### src/rtl/uart_rx_frame_ctrl.sv
// Frame-level controller above the UART receiver. Owns the receiver's baud and
// parity configuration, parses HDR/LEN/payload/CSUM frames, buffers the payload
// and streams it out only after the XOR checksum has been verified.
module uart_rx_frame_ctrl #(
  parameter int unsigned MAX_LEN        = 16,
  parameter int unsigned TIMEOUT_CYC    = 100000,
  parameter logic [7:0]  HDR            = 8'hA5,
  parameter logic [1:0]  BAUD_DEFAULT   = 2'b00,
  parameter logic [1:0]  PARITY_DEFAULT = 2'b00
) (
  input  logic       clk,
  input  logic       reset,
  input  logic       cfg_load,
  input  logic [1:0] cfg_baud_rate,
  input  logic [1:0] cfg_parity_type,
  output logic [1:0] baud_rate,
  output logic [1:0] parity_type,
  input  logic       rx_flag,
  input  logic [7:0] rx_data,
  output logic [7:0] pkt_data,
  output logic       pkt_valid,
  input  logic       pkt_ready,
  output logic       pkt_last,
  output logic       frame_done,
  output logic       frame_err,
  output logic [1:0] err_code,
  output logic [7:0] drop_cnt
);

  localparam int unsigned PtrW = (MAX_LEN > 1) ? $clog2(MAX_LEN) : 1;
  localparam int unsigned TmrW = (TIMEOUT_CYC > 1) ? $clog2(TIMEOUT_CYC) : 1;
  localparam logic [TmrW-1:0] TmrLast = TmrW'(TIMEOUT_CYC - 1);
  localparam logic [7:0] MaxLen = 8'(MAX_LEN);

  typedef enum logic [2:0] {StIdle, StLen, StPayload, StCsum, StDrain} state_e;

  state_e          state_q, state_d;
  logic            rx_meta_q, rx_sync_q, rx_prev_q;
  logic            byte_stb, in_frame, timeout, len_bad, csum_ok, last_wr;
  logic [7:0]      len_q, csum_q, wr_ptr_q, rd_ptr_q, rd_nxt, len_m1;
  logic [7:0]      buf_q [MAX_LEN];
  logic [TmrW-1:0] tmr_q;
  logic            frame_done_d, frame_err_d;
  logic [1:0]      err_code_d;

  assign byte_stb = rx_sync_q & ~rx_prev_q;
  assign in_frame = (state_q == StLen) || (state_q == StPayload) || (state_q == StCsum);
  // A strobe on the expiry cycle resets the timer, so it always beats the timeout.
  assign timeout  = in_frame && !byte_stb && (tmr_q == TmrLast);
  assign len_bad  = rx_data > MaxLen;
  assign csum_ok  = rx_data == csum_q;
  assign len_m1   = len_q - 8'd1;
  assign last_wr  = wr_ptr_q == len_m1;
  assign rd_nxt   = rd_ptr_q + 8'd1;

  // Synchronise rx_flag and keep one extra stage for rising-edge detection.
  always_ff @(posedge clk or negedge reset) begin
    if (!reset) begin
      rx_meta_q <= 1'b0;
      rx_sync_q <= 1'b0;
      rx_prev_q <= 1'b0;
    end else begin
      rx_meta_q <= rx_flag;
      rx_sync_q <= rx_meta_q;
      rx_prev_q <= rx_sync_q;
    end
  end

  // FSM state register.
  always_ff @(posedge clk or negedge reset) begin
    if (!reset) state_q <= StIdle;
    else        state_q <= state_d;
  end

  // FSM next-state logic.
  always_comb begin
    state_d = state_q;
    unique case (state_q)
      StIdle: if (byte_stb && rx_data == HDR) state_d = StLen;
      StLen: begin
        if (byte_stb) begin
          if (len_bad)              state_d = StIdle;
          else if (rx_data == 8'd0) state_d = StCsum;
          else                      state_d = StPayload;
        end else if (timeout) begin
          state_d = StIdle;
        end
      end
      StPayload: begin
        if (byte_stb && last_wr) state_d = StCsum;
        else if (timeout)        state_d = StIdle;
      end
      StCsum: begin
        if (byte_stb)     state_d = (csum_ok && len_q != 8'd0) ? StDrain : StIdle;
        else if (timeout) state_d = StIdle;
      end
      StDrain: if (pkt_valid && pkt_ready && pkt_last) state_d = StIdle;
      default: state_d = StIdle;
    endcase
  end

  // FSM outputs: next values of the frame status pulses and error code.
  always_comb begin
    frame_done_d = 1'b0;
    frame_err_d  = 1'b0;
    err_code_d   = err_code;
    unique case (state_q)
      StLen: begin
        if (byte_stb && len_bad) begin
          frame_err_d = 1'b1;
          err_code_d  = 2'b01;
        end
      end
      StCsum: begin
        if (byte_stb && csum_ok) begin
          frame_done_d = 1'b1;
        end else if (byte_stb) begin
          frame_err_d = 1'b1;
          err_code_d  = 2'b10;
        end
      end
      default: ;
    endcase
    if (timeout) begin
      frame_err_d = 1'b1;
      err_code_d  = 2'b11;
    end
  end

  // Register the status outputs so they are glitch-free single-cycle pulses.
  always_ff @(posedge clk or negedge reset) begin
    if (!reset) begin
      frame_done <= 1'b0;
      frame_err  <= 1'b0;
      err_code   <= 2'b00;
    end else begin
      frame_done <= frame_done_d;
      frame_err  <= frame_err_d;
      err_code   <= err_code_d;
    end
  end

  // Frame datapath: length, running checksum, write pointer and inter-byte timer.
  always_ff @(posedge clk or negedge reset) begin
    if (!reset) begin
      len_q    <= 8'd0;
      csum_q   <= 8'd0;
      wr_ptr_q <= 8'd0;
      tmr_q    <= '0;
    end else begin
      if (byte_stb || !in_frame) tmr_q <= '0;
      else                       tmr_q <= tmr_q + 1'b1;
      if (byte_stb && state_q == StLen) begin
        len_q    <= rx_data;
        csum_q   <= rx_data;
        wr_ptr_q <= 8'd0;
      end else if (byte_stb && state_q == StPayload) begin
        wr_ptr_q <= wr_ptr_q + 8'd1;
        csum_q   <= csum_q ^ rx_data;
      end
    end
  end

  // Payload buffer; contents are only meaningful below the write pointer.
  always_ff @(posedge clk) begin
    if (byte_stb && state_q == StPayload) buf_q[wr_ptr_q[PtrW-1:0]] <= rx_data;
  end

  // Output stream: the first byte is loaded one cycle into DRAIN, then advances on
  // each accepted transfer and holds while stalled.
  always_ff @(posedge clk or negedge reset) begin
    if (!reset) begin
      pkt_valid <= 1'b0;
      pkt_last  <= 1'b0;
      pkt_data  <= 8'd0;
      rd_ptr_q  <= 8'd0;
    end else if (state_q != StDrain) begin
      pkt_valid <= 1'b0;
      pkt_last  <= 1'b0;
      rd_ptr_q  <= 8'd0;
    end else if (!pkt_valid) begin
      pkt_valid <= 1'b1;
      pkt_data  <= buf_q[rd_ptr_q[PtrW-1:0]];
      pkt_last  <= rd_ptr_q == len_m1;
    end else if (pkt_ready) begin
      if (pkt_last) begin
        pkt_valid <= 1'b0;
        pkt_last  <= 1'b0;
        rd_ptr_q  <= 8'd0;
      end else begin
        rd_ptr_q <= rd_nxt;
        pkt_data <= buf_q[rd_nxt[PtrW-1:0]];
        pkt_last <= rd_nxt == len_m1;
      end
    end
  end

  // Receiver configuration, writable only between frames.
  always_ff @(posedge clk or negedge reset) begin
    if (!reset) begin
      baud_rate   <= BAUD_DEFAULT;
      parity_type <= PARITY_DEFAULT;
    end else if (state_q == StIdle && cfg_load) begin
      baud_rate   <= cfg_baud_rate;
      parity_type <= cfg_parity_type;
    end
  end

  // Count bytes that arrive while the previous payload is still draining.
  always_ff @(posedge clk or negedge reset) begin
    if (!reset) begin
      drop_cnt <= 8'd0;
    end else if (state_q == StDrain && byte_stb && drop_cnt != 8'hFF) begin
      drop_cnt <= drop_cnt + 8'd1;
    end
  end

endmodule

### config.mk
export PLATFORM = sky130hd
export DESIGN_NAME = uart_rx_frame_ctrl
export DESIGN_NICKNAME = d
export VERILOG_FILES = /design/src/rtl/uart_rx_frame_ctrl.sv
export SDC_FILE = /design/constraint.sdc
export NUM_CORES = 1
export LEC_CHECK = 0
export CELL_PAD_IN_SITES_DETAIL_PLACEMENT = 0
export CELL_PAD_IN_SITES_GLOBAL_PLACEMENT = 1
export CORE_ASPECT_RATIO = 1.75
export CORE_MARGIN = 5
export CORE_UTILIZATION = 51
export DETAILED_ROUTE_END_ITERATION = 8
export GPL_ROUTABILITY_DRIVEN = 0
export GPL_TIMING_DRIVEN = 0
export PLACE_DENSITY = 0.84
export SLEW_MARGIN = 30
export SYNTH_ARGS = -nofsm -noshare
export SYNTH_HDL_FRONTEND = slang
export SYNTH_SLANG_ARGS = --single-unit
### constraint.sdc
create_clock -name clk -period 2.8 [get_ports clk]
set_input_delay 0.42 -clock clk [delete_from_list [all_inputs] [get_ports clk]]
set_output_delay 0.42 -clock clk [all_outputs]
set_load 0.05 [all_outputs]
==> impl_metrics.env, run 1 <==
export IMPL_placed_area_sq_mm=0.01111
export IMPL_ctsLongestPathBuffers=3
export IMPL_antenna_found_initial=0
export IMPL_fin_nets=848
export IMPL_start_kind="flip-flop"
export IMPL_skew_ps=19.62
export IMPL_grt_start_max_net_pins=42
export IMPL_cts_tree="yes"
export IMPL_finalPower_uw=7327
export IMPL_diodes=0
export IMPL_layout_commonest_cell="edfxtp_1"
export IMPL_required_ps=3220
export IMPL_r2r_start="rd_ptr_q[1]"
export IMPL_core_area_sq_mm=0.02012
export IMPL_max_slew_margin=0.3299
export IMPL_synth_nets=782
export IMPL_grt_usage=0.2262
export IMPL_die_h_um=198.4
export IMPL_finalMaxSlewViolations=0
export IMPL_mostFrequentLayoutCells="edfxtp_1 (128), nand2_1 (81), dfrtp_1 (81)"
export IMPL_worstPathArrival_ps=3080
export IMPL_io_pins=43
export IMPL_cellLeakagePower_uw=0.004126
export IMPL_wire_per_inst_um=24.12
export IMPL_p_comb_frac=0.153
export IMPL_hp_class="reg2reg"
export IMPL_setup_violations=0
export IMPL_grt_pass1_wl_um=41140
export IMPL_synth_edff_count=128
export IMPL_synth_area_sq_mm=0.01034
export IMPL_first_global_vias=7282
export IMPL_fin_crit_sh=0.9490
export IMPL_final_layout_size_suffix_gt1_frac=0.1663
export IMPL_worstHoldStart="rx_meta_q"
export IMPL_hold_viol=0
export IMPL_status="finished clean"
export IMPL_pwr_share_seq=0.490
export IMPL_cp_end_kind="flip-flop"
export IMPL_pre_cts_slack_ps=-34.46
export IMPL_drtPass1Iterations=5
export IMPL_root_buffer="clkbuf_16"
export IMPL_drv_cap=0
export IMPL_rsz0062_at_grt="false"
export IMPL_clk_latency_ps=510
export IMPL_intPower_uw=5355
export IMPL_finalWirelength_um=26150
export IMPL_cp_startpoint="rd_ptr_q[1]"
export IMPL_vias=6779
export IMPL_ys_flop_type="edfxtp_1"
export IMPL_syn_inst=756
export IMPL_fin_area_sq_mm=0.01178
export IMPL_synthToLayoutAreaGrowth_pct=13.89
export IMPL_start_util=0.5141
export IMPL_final_setup_worst_slack_ps=142.7
export IMPL_drt_iter0_markers=440
export IMPL_die_w_um=117.6
export IMPL_overflow=0
export IMPL_seq_area_sq_mm=0.005871
export IMPL_route_detailed_drc=0
export IMPL_worstSetupPathType="reg2reg"
export IMPL_syn_area_per_cell_sq_um=13.68
export IMPL_p_clk_frac=0.357
export IMPL_swShare=0.2692
export IMPL_post_drt_via_cell_ratio=6.254
export IMPL_dp_hpwl_um=18660
export IMPL_worstPathMaxFanout=10
export IMPL_seq_area_frac_synth=0.5677
export IMPL_multiInputGateArea_sq_mm=0.004288
export IMPL_dp_cells=1047
export IMPL_ant_nets=0
export IMPL_switching_power_uw=1972
export IMPL_clk_pin_slew_ps=70
export IMPL_post_route_min_period_ps=2657
export IMPL_numPortBuffers=42
export IMPL_holdWs_ps=355.6
export IMPL_post_cts_buffers=0
export IMPL_max_freq_ghz=0.3763
export IMPL_peakVddDrop_mv=0.5274
export IMPL_cts_buffers=20
export IMPL_fillers=1602
export IMPL_power_density_mw_per_mm2=622.1
export IMPL_fin_cells=1084
export IMPL_synth_seq_cells=209
export IMPL_die_area_sq_mm=0.02334
export IMPL_async_reset_ff_frac=0.3876
export IMPL_synth_distinct_cells=62
export IMPL_tightestPinTransition_ps=1002
export IMPL_htreeDepth=1
export IMPL_cts_sinks=209
export IMPL_rows=69
export IMPL_ys_warn_count=0
[final cells by class]
cell class | count | share of cell area
Clock buffer | 30 | 0.04738
Sequential cell | 209 | 0.4985
Clock inverter | 6 | 0.005843
Timing Repair Buffer | 44 | 0.03835
Tap cell | 248 | 0.02635
Inverter | 9 | 0.002868
Buffer | 38 | 0.01668
Multi-Input combinational cell | 500 | 0.3641
[synthesized netlist by cell type (10+ instances only)]
master    instances  area [sq um]
a21oi_1          36         180.2
xor2_1           34         297.8
nand2_1          81         304.0
buf_2            13         65.06
nor2_1           50         187.7
o21ai_0          16         80.08
xnor2_1          28         245.2
nand3_1          38         190.2
nor3_1           10         50.05
mux4_2           69          1554
dfrtp_1          81          2027
edfxtp_1        128          3844
clkbuf_1         20         75.07
and2_1           15         93.84
[sequential cells by signal, summed over array words and instances (netlist names), 2 cells and up]
register,flops
pkt_data,8
buf_q,128
rd_ptr_q,8
tmr_q,17
parity_type,2
drop_cnt,8
len_q,8
wr_ptr_q,8
state_q,3
csum_q,8
baud_rate,2
err_code,2
[cell families after synthesis]
logic type | synth area share
buffers and inverters | 0.02045
multiplexers | 0.1596
AO/OA/AOI/OAI | 0.05312
XOR/XNOR | 0.06062
adder cells (fa/ha/maj) | 0.01089
AND/OR/NAND/NOR | 0.1276
flip-flops | 0.5677
[critical path, cell delays in order, from the launching register on]
cell	delay (ps)
dfrtp_1	490
ha_1	460
xor2_2	410
clkbuf_1	540
nand2_1	130
nand3_1	120
and3_1	170
a21oi_1	60
a21oi_1	190
[power by group through the flow]
stage / sequential [uW] / combinational [uW] / clock (uW)
after floorplan: 3740 / 656 / 0
after global placement: 3640 / 1080 / 0
after detailed placement: 3640 / 1120 / 0
after CTS: 3580 / 1130 / 2660
after global routing: 3600 / 1230 / 2800
final: 3590 / 1120 / 2620
[metal layers]
metal	share of wire	global-route usage	vias up
li1	-	-	2992
met1	0.34	0.2426	3429
met2	0.56	0.4353	275
met3	0.061	0.03414	83
met4	0.048	0.1003	0
met5	0	0	-
[metrics by stage]
| stage | utilization | TNS, ps |
|---|---|---|
| after floorplan | - | 0 |
| after global placement | 0.5504 | -137390 |
| after detailed placement | 0.5522 | -48.48 |
| after CTS | 0.5844 | 0 |
| after global routing | 0.5855 | 0 |
| final | 0.5855 | 0 |
[what timing repair did]
action | in CTS | in global routing
setup endpoints to repair | 4 | 7
resized for setup | 3 | 6
hold buffers | 1 | 0
endpoints found under the hold margin | 40 | 0
[worst paths after layout]
path	to	slack, ps	depth (start not counted)
worst max-delay path	pkt_data[2]	140	8
worst min-delay path	rx_sync_q	360	0
worst max register to register	pkt_data[2]	140	8
worst min register to register	rx_sync_q	360	0
max in group asynchronous	wr_ptr_q[1]	1800	3
min in group asynchronous	tmr_q[4]	420	2
(Power assumes the default switching activity.)
==> run 2: changes to the inputs <==
--- a/config.mk
+++ b/config.mk
@@ -13,6 +13,7 @@
 export DETAILED_ROUTE_END_ITERATION = 8
 export GPL_ROUTABILITY_DRIVEN = 0
 export GPL_TIMING_DRIVEN = 0
+export HOLD_SLACK_MARGIN = 0.02
 export PLACE_DENSITY = 0.84
 export SLEW_MARGIN = 30
 export SYNTH_ARGS = -nofsm -noshare
==> results of run 2 <==
No change in the layout: final DEF, timing and power equal those of run 1.
